<file path="src/rtl/frotaegis_pkg.sv">
// Shared constants and FSM encoding for the Fortaegis readout packer.
// Latency: n/a (package only).
// Backpressure: n/a (package only).
package frotaegis_pkg;

    localparam int         FR_DATA_SIZE   = 4;
    localparam int         FR_DATA_NUM    = 16;
    localparam int         FR_LENGTH      = 64;
    localparam int         FR_LENGTH_SIZE = 6;

    // Start-of-frame byte leading every packet.
    localparam logic [7:0] PKT_SOF        = 8'hA5;

    // Full packet: SOF + Seq + frame bytes + histogram bytes + checksum.
    localparam int         PKT_BYTES      = FR_LENGTH + FR_DATA_NUM + 3;

    typedef enum logic [2:0] {
        ST_IDLE,
        ST_CAPTURE,
        ST_HDR,
        ST_SEQ,
        ST_FRAME,
        ST_HIST,
        ST_CSUM
    } state_t;

endpackage

</file>
<file path="src/rtl/frotaegis_capture_buf.sv">
// Frame/histogram capture storage with per-entry valid masks and async read ports.
// Latency: writes visible on the read ports the cycle after the write.
// Backpressure: none; writes are accepted whenever the write enables are high.
// Ports: clr wipes both masks (a write in the same cycle still sets its bit);
//        fram_*/hist_* write ports; *_rd_add/*_rd_dat combinational reads;
//        fmask_full/hmask_full flag that every entry has been written since clr.
module frotaegis_capture_buf
    import frotaegis_pkg::*;
#(
    parameter int DATA_SIZE   = FR_DATA_SIZE,
    parameter int DATA_NUM    = FR_DATA_NUM,
    parameter int LENGTH      = FR_LENGTH,
    parameter int LENGTH_SIZE = FR_LENGTH_SIZE
) (
    input  logic                   clk,
    input  logic                   rstn,
    input  logic                   clr,
    input  logic                   fram_we,
    input  logic [LENGTH_SIZE-1:0] fram_add,
    input  logic [DATA_SIZE-1:0]   fram_dat,
    input  logic                   hist_we,
    input  logic [DATA_SIZE-1:0]   hist_add,
    input  logic [LENGTH_SIZE-1:0] hist_dat,
    input  logic [LENGTH_SIZE-1:0] frame_rd_add,
    output logic [DATA_SIZE-1:0]   frame_rd_dat,
    input  logic [DATA_SIZE-1:0]   hist_rd_add,
    output logic [LENGTH_SIZE-1:0] hist_rd_dat,
    output logic                   fmask_full,
    output logic                   hmask_full
);

    logic [DATA_SIZE-1:0]   frame_buf_q [LENGTH];
    logic [DATA_SIZE-1:0]   frame_buf_d [LENGTH];
    logic [LENGTH_SIZE-1:0] hist_buf_q  [DATA_NUM];
    logic [LENGTH_SIZE-1:0] hist_buf_d  [DATA_NUM];
    logic [LENGTH-1:0]      fmask_q, fmask_d;
    logic [DATA_NUM-1:0]    hmask_q, hmask_d;

    always_comb begin
        frame_buf_d = frame_buf_q;
        hist_buf_d  = hist_buf_q;
        fmask_d     = clr ? '0 : fmask_q;
        hmask_d     = clr ? '0 : hmask_q;
        if (fram_we) begin
            frame_buf_d[fram_add] = fram_dat;
            fmask_d[fram_add]     = 1'b1;
        end
        if (hist_we) begin
            hist_buf_d[hist_add] = hist_dat;
            hmask_d[hist_add]    = 1'b1;
        end
    end

    always_ff @(posedge clk or negedge rstn) begin
        if (!rstn) begin
            frame_buf_q <= '{default: '0};
            hist_buf_q  <= '{default: '0};
            fmask_q     <= '0;
            hmask_q     <= '0;
        end else begin
            frame_buf_q <= frame_buf_d;
            hist_buf_q  <= hist_buf_d;
            fmask_q     <= fmask_d;
            hmask_q     <= hmask_d;
        end
    end

    assign frame_rd_dat = frame_buf_q[frame_rd_add];
    assign hist_rd_dat  = hist_buf_q[hist_rd_add];
    assign fmask_full   = &fmask_q;
    assign hmask_full   = &hmask_q;

endmodule

</file>
<file path="src/rtl/frotaegis_readout_packer.sv">
// Captures one Fortaegis readout (frame + histogram) and sends it as a byte packet.
// Latency: SOF valid on the 2nd rising edge after the capture-end cycle; 1 byte/clk when TxReady stays high.
// Backpressure: TxValid/TxReady; the byte and TxLast hold while stalled, readouts arriving mid-send are dropped.
// Ports: FramEn/FramAdd/FramData and HistaEn/HistaAdd/HistaData capture inputs;
//        TxValid/TxReady/TxData/TxLast packet link; Busy (not IDLE), DropFrame and ShortFrame event pulses.
module frotaegis_readout_packer
    import frotaegis_pkg::*;
#(
    parameter int         DATA_SIZE   = FR_DATA_SIZE,
    parameter int         DATA_NUM    = FR_DATA_NUM,
    parameter int         LENGTH      = FR_LENGTH,
    parameter int         LENGTH_SIZE = FR_LENGTH_SIZE,
    parameter logic [7:0] SOF         = PKT_SOF
) (
    input  logic                   clk,
    input  logic                   rstn,
    input  logic                   FramEn,
    input  logic [LENGTH_SIZE-1:0] FramAdd,
    input  logic [DATA_SIZE-1:0]   FramData,
    input  logic                   HistaEn,
    input  logic [DATA_SIZE-1:0]   HistaAdd,
    input  logic [LENGTH_SIZE-1:0] HistaData,
    output logic                   TxValid,
    input  logic                   TxReady,
    output logic [7:0]             TxData,
    output logic                   TxLast,
    output logic                   Busy,
    output logic                   DropFrame,
    output logic                   ShortFrame
);

    localparam logic [LENGTH_SIZE-1:0] F_LAST = LENGTH_SIZE'(LENGTH - 1);
    localparam logic [DATA_SIZE-1:0]   H_LAST = DATA_SIZE'(DATA_NUM - 1);

    state_t                 state_q, state_d;
    logic [LENGTH_SIZE-1:0] fcnt_q, fcnt_d;
    logic [DATA_SIZE-1:0]   hcnt_q, hcnt_d;
    logic [7:0]             csum_q, csum_d;
    logic [7:0]             seq_q, seq_d;
    logic                   tx_vld_q, tx_vld_d;
    logic [7:0]             tx_dat_q, tx_dat_d;
    logic                   tx_last_q, tx_last_d;
    logic                   busy_q, busy_d;
    logic                   drop_q, drop_d;
    logic                   short_q, short_d;
    logic                   en_prev_q, en_prev_d;

    logic                   any_en, start, accept, in_send, cap_we;
    logic [LENGTH_SIZE-1:0] frame_rd_add;
    logic [DATA_SIZE-1:0]   frame_rd_dat;
    logic [DATA_SIZE-1:0]   hist_rd_add;
    logic [LENGTH_SIZE-1:0] hist_rd_dat;
    logic                   fmask_full, hmask_full;

    // A capture only starts on a fresh burst: enables low the cycle before.
    assign any_en  = FramEn | HistaEn;
    assign start   = (state_q == ST_IDLE) && any_en && !en_prev_q;
    assign accept  = tx_vld_q && TxReady;
    assign in_send = (state_q != ST_IDLE) && (state_q != ST_CAPTURE);
    assign cap_we  = start || (state_q == ST_CAPTURE);

    // Read addresses point at the byte to be loaded after the current one is accepted.
    assign frame_rd_add = (state_q == ST_FRAME) ? fcnt_q + LENGTH_SIZE'(1) : '0;
    assign hist_rd_add  = (state_q == ST_HIST)  ? hcnt_q + DATA_SIZE'(1)   : '0;

    frotaegis_capture_buf #(
        .DATA_SIZE   (DATA_SIZE),
        .DATA_NUM    (DATA_NUM),
        .LENGTH      (LENGTH),
        .LENGTH_SIZE (LENGTH_SIZE)
    ) u_buf (
        .clk          (clk),
        .rstn         (rstn),
        .clr          (start),
        .fram_we      (cap_we && FramEn),
        .fram_add     (FramAdd),
        .fram_dat     (FramData),
        .hist_we      (cap_we && HistaEn),
        .hist_add     (HistaAdd),
        .hist_dat     (HistaData),
        .frame_rd_add (frame_rd_add),
        .frame_rd_dat (frame_rd_dat),
        .hist_rd_add  (hist_rd_add),
        .hist_rd_dat  (hist_rd_dat),
        .fmask_full   (fmask_full),
        .hmask_full   (hmask_full)
    );

    always_comb begin
        state_d   = state_q;
        fcnt_d    = fcnt_q;
        hcnt_d    = hcnt_q;
        csum_d    = csum_q;
        seq_d     = seq_q;
        tx_vld_d  = tx_vld_q;
        tx_dat_d  = tx_dat_q;
        tx_last_d = tx_last_q;
        drop_d    = in_send && any_en && !en_prev_q;
        short_d   = 1'b0;
        en_prev_d = any_en;

        case (state_q)
            ST_IDLE: begin
                if (start) state_d = ST_CAPTURE;
            end
            ST_CAPTURE: begin
                if (!any_en) begin
                    if (fmask_full && hmask_full) begin
                        state_d = ST_HDR;
                        csum_d  = 8'h00;
                    end else begin
                        short_d = 1'b1;
                        state_d = ST_IDLE;
                    end
                end
            end
            ST_HDR: begin
                // First HDR cycle only loads SOF; this is the extra cycle of latency.
                if (!tx_vld_q) begin
                    tx_vld_d = 1'b1;
                    tx_dat_d = SOF;
                end else if (TxReady) begin
                    tx_dat_d = seq_q;
                    state_d  = ST_SEQ;
                end
            end
            ST_SEQ: begin
                if (accept) begin
                    csum_d   = csum_q + tx_dat_q;
                    fcnt_d   = '0;
                    tx_dat_d = 8'(frame_rd_dat);
                    state_d  = ST_FRAME;
                end
            end
            ST_FRAME: begin
                if (accept) begin
                    csum_d = csum_q + tx_dat_q;
                    if (fcnt_q == F_LAST) begin
                        hcnt_d   = '0;
                        tx_dat_d = 8'(hist_rd_dat);
                        state_d  = ST_HIST;
                    end else begin
                        fcnt_d   = fcnt_q + LENGTH_SIZE'(1);
                        tx_dat_d = 8'(frame_rd_dat);
                    end
                end
            end
            ST_HIST: begin
                if (accept) begin
                    csum_d = csum_q + tx_dat_q;
                    if (hcnt_q == H_LAST) begin
                        tx_dat_d  = csum_q + tx_dat_q;
                        tx_last_d = 1'b1;
                        state_d   = ST_CSUM;
                    end else begin
                        hcnt_d   = hcnt_q + DATA_SIZE'(1);
                        tx_dat_d = 8'(hist_rd_dat);
                    end
                end
            end
            ST_CSUM: begin
                if (accept) begin
                    tx_vld_d  = 1'b0;
                    tx_last_d = 1'b0;
                    tx_dat_d  = 8'h00;
                    seq_d     = seq_q + 8'd1;
                    state_d   = ST_IDLE;
                end
            end
            default: state_d = ST_IDLE;
        endcase

        busy_d = (state_d != ST_IDLE);
    end

    always_ff @(posedge clk or negedge rstn) begin
        if (!rstn) begin
            state_q   <= ST_IDLE;
            fcnt_q    <= '0;
            hcnt_q    <= '0;
            csum_q    <= 8'h00;
            seq_q     <= 8'h00;
            tx_vld_q  <= 1'b0;
            tx_dat_q  <= 8'h00;
            tx_last_q <= 1'b0;
            busy_q    <= 1'b0;
            drop_q    <= 1'b0;
            short_q   <= 1'b0;
            en_prev_q <= 1'b0;
        end else begin
            state_q   <= state_d;
            fcnt_q    <= fcnt_d;
            hcnt_q    <= hcnt_d;
            csum_q    <= csum_d;
            seq_q     <= seq_d;
            tx_vld_q  <= tx_vld_d;
            tx_dat_q  <= tx_dat_d;
            tx_last_q <= tx_last_d;
            busy_q    <= busy_d;
            drop_q    <= drop_d;
            short_q   <= short_d;
            en_prev_q <= en_prev_d;
        end
    end

    assign TxValid    = tx_vld_q;
    assign TxData     = tx_dat_q;
    assign TxLast     = tx_last_q;
    assign Busy       = busy_q;
    assign DropFrame  = drop_q;
    assign ShortFrame = short_q;

endmodule
</file>
<file path="config.mk">
export PLATFORM = sky130hd
export DESIGN_NAME = frotaegis_readout_packer
export DESIGN_NICKNAME = d
export VERILOG_FILES = /design/src/rtl/frotaegis_pkg.sv /design/src/rtl/frotaegis_capture_buf.sv /design/src/rtl/frotaegis_readout_packer.sv
export SDC_FILE = /design/constraint.sdc
export NUM_CORES = 1
export LEC_CHECK = 0
export ABC_AREA = 1
export CAP_MARGIN = 5
export CORE_MARGIN = 2
export CORE_UTILIZATION = 55
export CTS_CLUSTER_SIZE = 28
export DETAILED_ROUTE_END_ITERATION = 16
export PLACE_DENSITY = 0.82
export SKIP_CTS_REPAIR_TIMING = 1
export SYNTH_ARGS = -nofsm -noshare
export SYNTH_HDL_FRONTEND = slang
export SYNTH_SLANG_ARGS = --single-unit
</file>
<file path="constraint.sdc">
create_clock -name clk -period 6 [get_ports clk]
set_input_delay 0.9 -clock clk [delete_from_list [all_inputs] [get_ports clk]]
set_output_delay 0.9 -clock clk [all_outputs]
set_load 0.02 [all_outputs]
</file>
==> flow_summary.toml <==
[global_route]
grt-ovfl-total = 0
antenna_found_initial = 0
grt_max_degree = 165
grt_pass1_vias = 19030
grt.total_usage_pct = 30.6
grt_pass1_wl_um = 99200

[setup_path]
path_class = "reg -> reg"
cp-end-kind = "flip-flop"
required_ns = 6.47
cp_num_buf_inv = 3
cp_max_fo = 26
crit_arrival_ns = 4.82
crit_family = "simple AND/OR/NAND/NOR gates"
crit_slowest_cell = "inv_1"
cp-start-kind = "flip-flop"
critical_path.most_common_cell = "nand3_1"
crit_path_max_incr_delay_ns = 0.85
crit_chain = "nor2_4, buf_4, nand3_2, inv_1, buf_4, nand3_1, nand3_1, nand3_1, nand3_1, nand3_1, nand3_1, nand2_1, nand2_1, nand2_1"

[floorplan]
start_util_pct = 55.8
die_h_um = 202
die_area_um2 = 40800
core_area_um2 = 38600
ios = 38
rows = 72
fp.dieW_um = 202

[sta]
setup-violations-final = 0
setup_slack_ns = 1.65
final.setup.tns_ns = 0
period_share_pct = 72.5
finClkSkew_ns = 0.0225
period_minus_slack_ns = 4.35
max_slew.worst_pin.slew_ns = 1.27
drv_slew = 0
timing_hold_violations_final = 0
slew-limit-headroom_pct = 14.8
clock.fmax_mhz = 230
rsz0062_at_grt = "no"
fin_hold_ws_ns = 0.348

[yosys]
synth_compound_area_share_pct = 10.2
ys_ff_latch = 475
yosysTopAreaCell = "dfrtp_1"
synth-edff-count = 0
synth_ff_type = "dfrtp_1"
synth_cell_types = 36
syn_area_per_cell_um2 = 8.24
synth_mux_area_share_pct = 0.0522
synth_top_family_by_area = "simple AND/OR/NAND/NOR gates"
synth-simple-area-share_pct = 29.2
synthAdderAreaFrac_pct = 0.673
synth_area_leaders = "dfrtp_1 (55%), nand2_1 (16%), o21ai_0 (8.8%), nand3_1 (8.2%), nand4_1 (2.6%)"
synth.top_cell.area_share_pct = 55.1
seq_area_frac_synth_pct = 55.1
yosysWarningCount = 0
netlist_area_um2 = 21600
synthesis.nets = 2653
syn_inst = 2617
synth_xor_area_share_pct = 0.447
async_flop_share_pct = 100

[route]
num_vias = 19483
wl_per_cell_um = 19.6
drtIter0Drc = 2409
drc = 0
finalWirelength_um = 61800
avgViaCountPerCell = 6.19
firstDrtPassIters = 9
postRouteAntennaNets = 0

[min_path]
holdCritPathClass = "in -> async"

[placed_design]
gp_congestion = 0.915
numPortBuffers = 37
hpwl_um = 36800
post-place-ws_ns = 1.81
dp_cells = 3061

[layout]
stdcell_count = 3148
fin_util_pct = 62.0
area_delta_synth_final_pct = 11.2
final_common_cell = "nand2_1"
nets = 2629
antenna_cells = 0
layout-drive-gt1-share_pct = 5.21
fill_cells = 3111
final_cell_mix = "nand2_1 (909), dfrtp_1 (474), o21ai_0 (377)"

[clock_network]
ctsLongestPathBuffers = 3
cts_made_buffers = 48
tritoncts = "built"
clk_latency_ns = 0.60
cts_root_buf = "clkbuf_16"
clk_pin_slew_ns = 0.06
htreeDepth = 2
clkSinkCount = 475

[pwr]
vdd_drop_max_v = 0.000291
p_per_area_nw_per_um2 = 322
p_leak_nw = 11.2

[flow_run]
cap_violations = 0

[run_status]
status = "finished, final reports clean"
## flip-flops by register name, indices dropped and copies added (netlist names)
signal / count
u_buf.frame_buf_q: 256
u_buf.hist_buf_q: 96
u_buf.fmask_q: 64
u_buf.hmask_q: 16
TxData: 8
csum_q: 8
seq_q: 8
fcnt_q: 6
hcnt_q: 4
state_q: 3
Busy: 1
DropFrame: 1
ShortFrame: 1
TxLast: 1
TxValid: 1
en_prev_q: 1
## per-layer routing
metal,vias up,wire [µm],GRT usage [%]
met1,9411,24200,40.3
li1,8696,-,-
met5,-,0,0
met4,0,3470,17.8
met2,1128,27900,46.9
met3,248,6240,6.68
## Yosys cell counts, types with 2 or more instances
library cell,instances
a21oi_1,27
a22o_1,2
and3_1,3
buf_1,7
buf_2,28
clkbuf_1,98
clkinv_1,6
dfrtp_1,475
ha_1,10
inv_1,94
inv_2,2
nand2_1,909
nand3_1,353
nand4_1,88
nor2_1,57
nor2_2,3
nor3_1,13
nor3_4,2
nor4_1,9
nor4_4,5
o211ai_1,5
o21ai_0,377
o21ai_1,20
or2_2,3
xnor2_1,6
xor2_1,5
## cell type report
| cell class | count | area (µm²) | area share (%) |
|---|---|---|---|
| sequential | 475 | 11900 | 49.6 |
| multi-input combinational | 1905 | 8800 | 36.7 |
| clock buffer | 73 | 1470 | 6.12 |
| tap | 518 | 648 | 2.70 |
| timing repair buffer | 61 | 581 | 2.42 |
| inverter | 102 | 383 | 1.60 |
| clock inverter | 14 | 206 | 0.861 |
## through the flow
| stage | power, mW | instance area, µm² |
|---|---|---|
| floorplan | 4.26 | 21600 |
| detailed placement | 4.57 | 22300 |
| global route | 8.02 | 24000 |
| global placement | 4.52 | 22300 |
| CTS | 7.71 | 24000 |
| finish | 7.71 | 24000 |
## worst reg2reg max path, stage by stage, from the launching register on
cell	delay, ns
dfrtp_1	0.48
nor2_4	0.64
buf_4	0.47
nand3_2	0.12
inv_1	0.85
buf_4	0.49
nand3_1	0.17
nand3_1	0.13
nand3_1	0.17
nand3_1	0.22
nand3_1	0.15
nand3_1	0.18
nand2_1	0.07
nand2_1	0.05
nand2_1	0.05
## worst paths after layout
check	from	endpoint	slack, ns	cells after the start
worst max register to register	state_q[1]	TxData[2]	1.65	14
worst max-delay path	state_q[1]	TxData[2]	1.65	14
max in group asynchronous	rstn	u_buf.frame_buf_q[148]	4.02	2
min in group clk	u_buf.fmask_q[1]	u_buf.fmask_q[1]	0.48	2
worst min-delay path	rstn	u_buf.frame_buf_q[253]	0.35	1
worst min register to register	u_buf.fmask_q[1]	u_buf.fmask_q[1]	0.48	2
## kinds of logic (layout without fill, tap and decap cells)
group	after synthesis	after routing
DFF	475	475
adders and majority gates	11	11
muxes	1	1
AOI/OAI and AO/OA	434	434
buffers and inverters	237	250
xor gates and xnor gates	11	11
and+or+nand+nor	1448	1448
## report_power, final
part / switching (mW) / total (mW) / internal, mW
combinational: 0.499 / 0.765 / 0.266
sequential: 0.207 / 3.78 / 3.57
clock: 1.27 / 3.17 / 1.90
No activity file was read; power rests on OpenSTA's default activity.
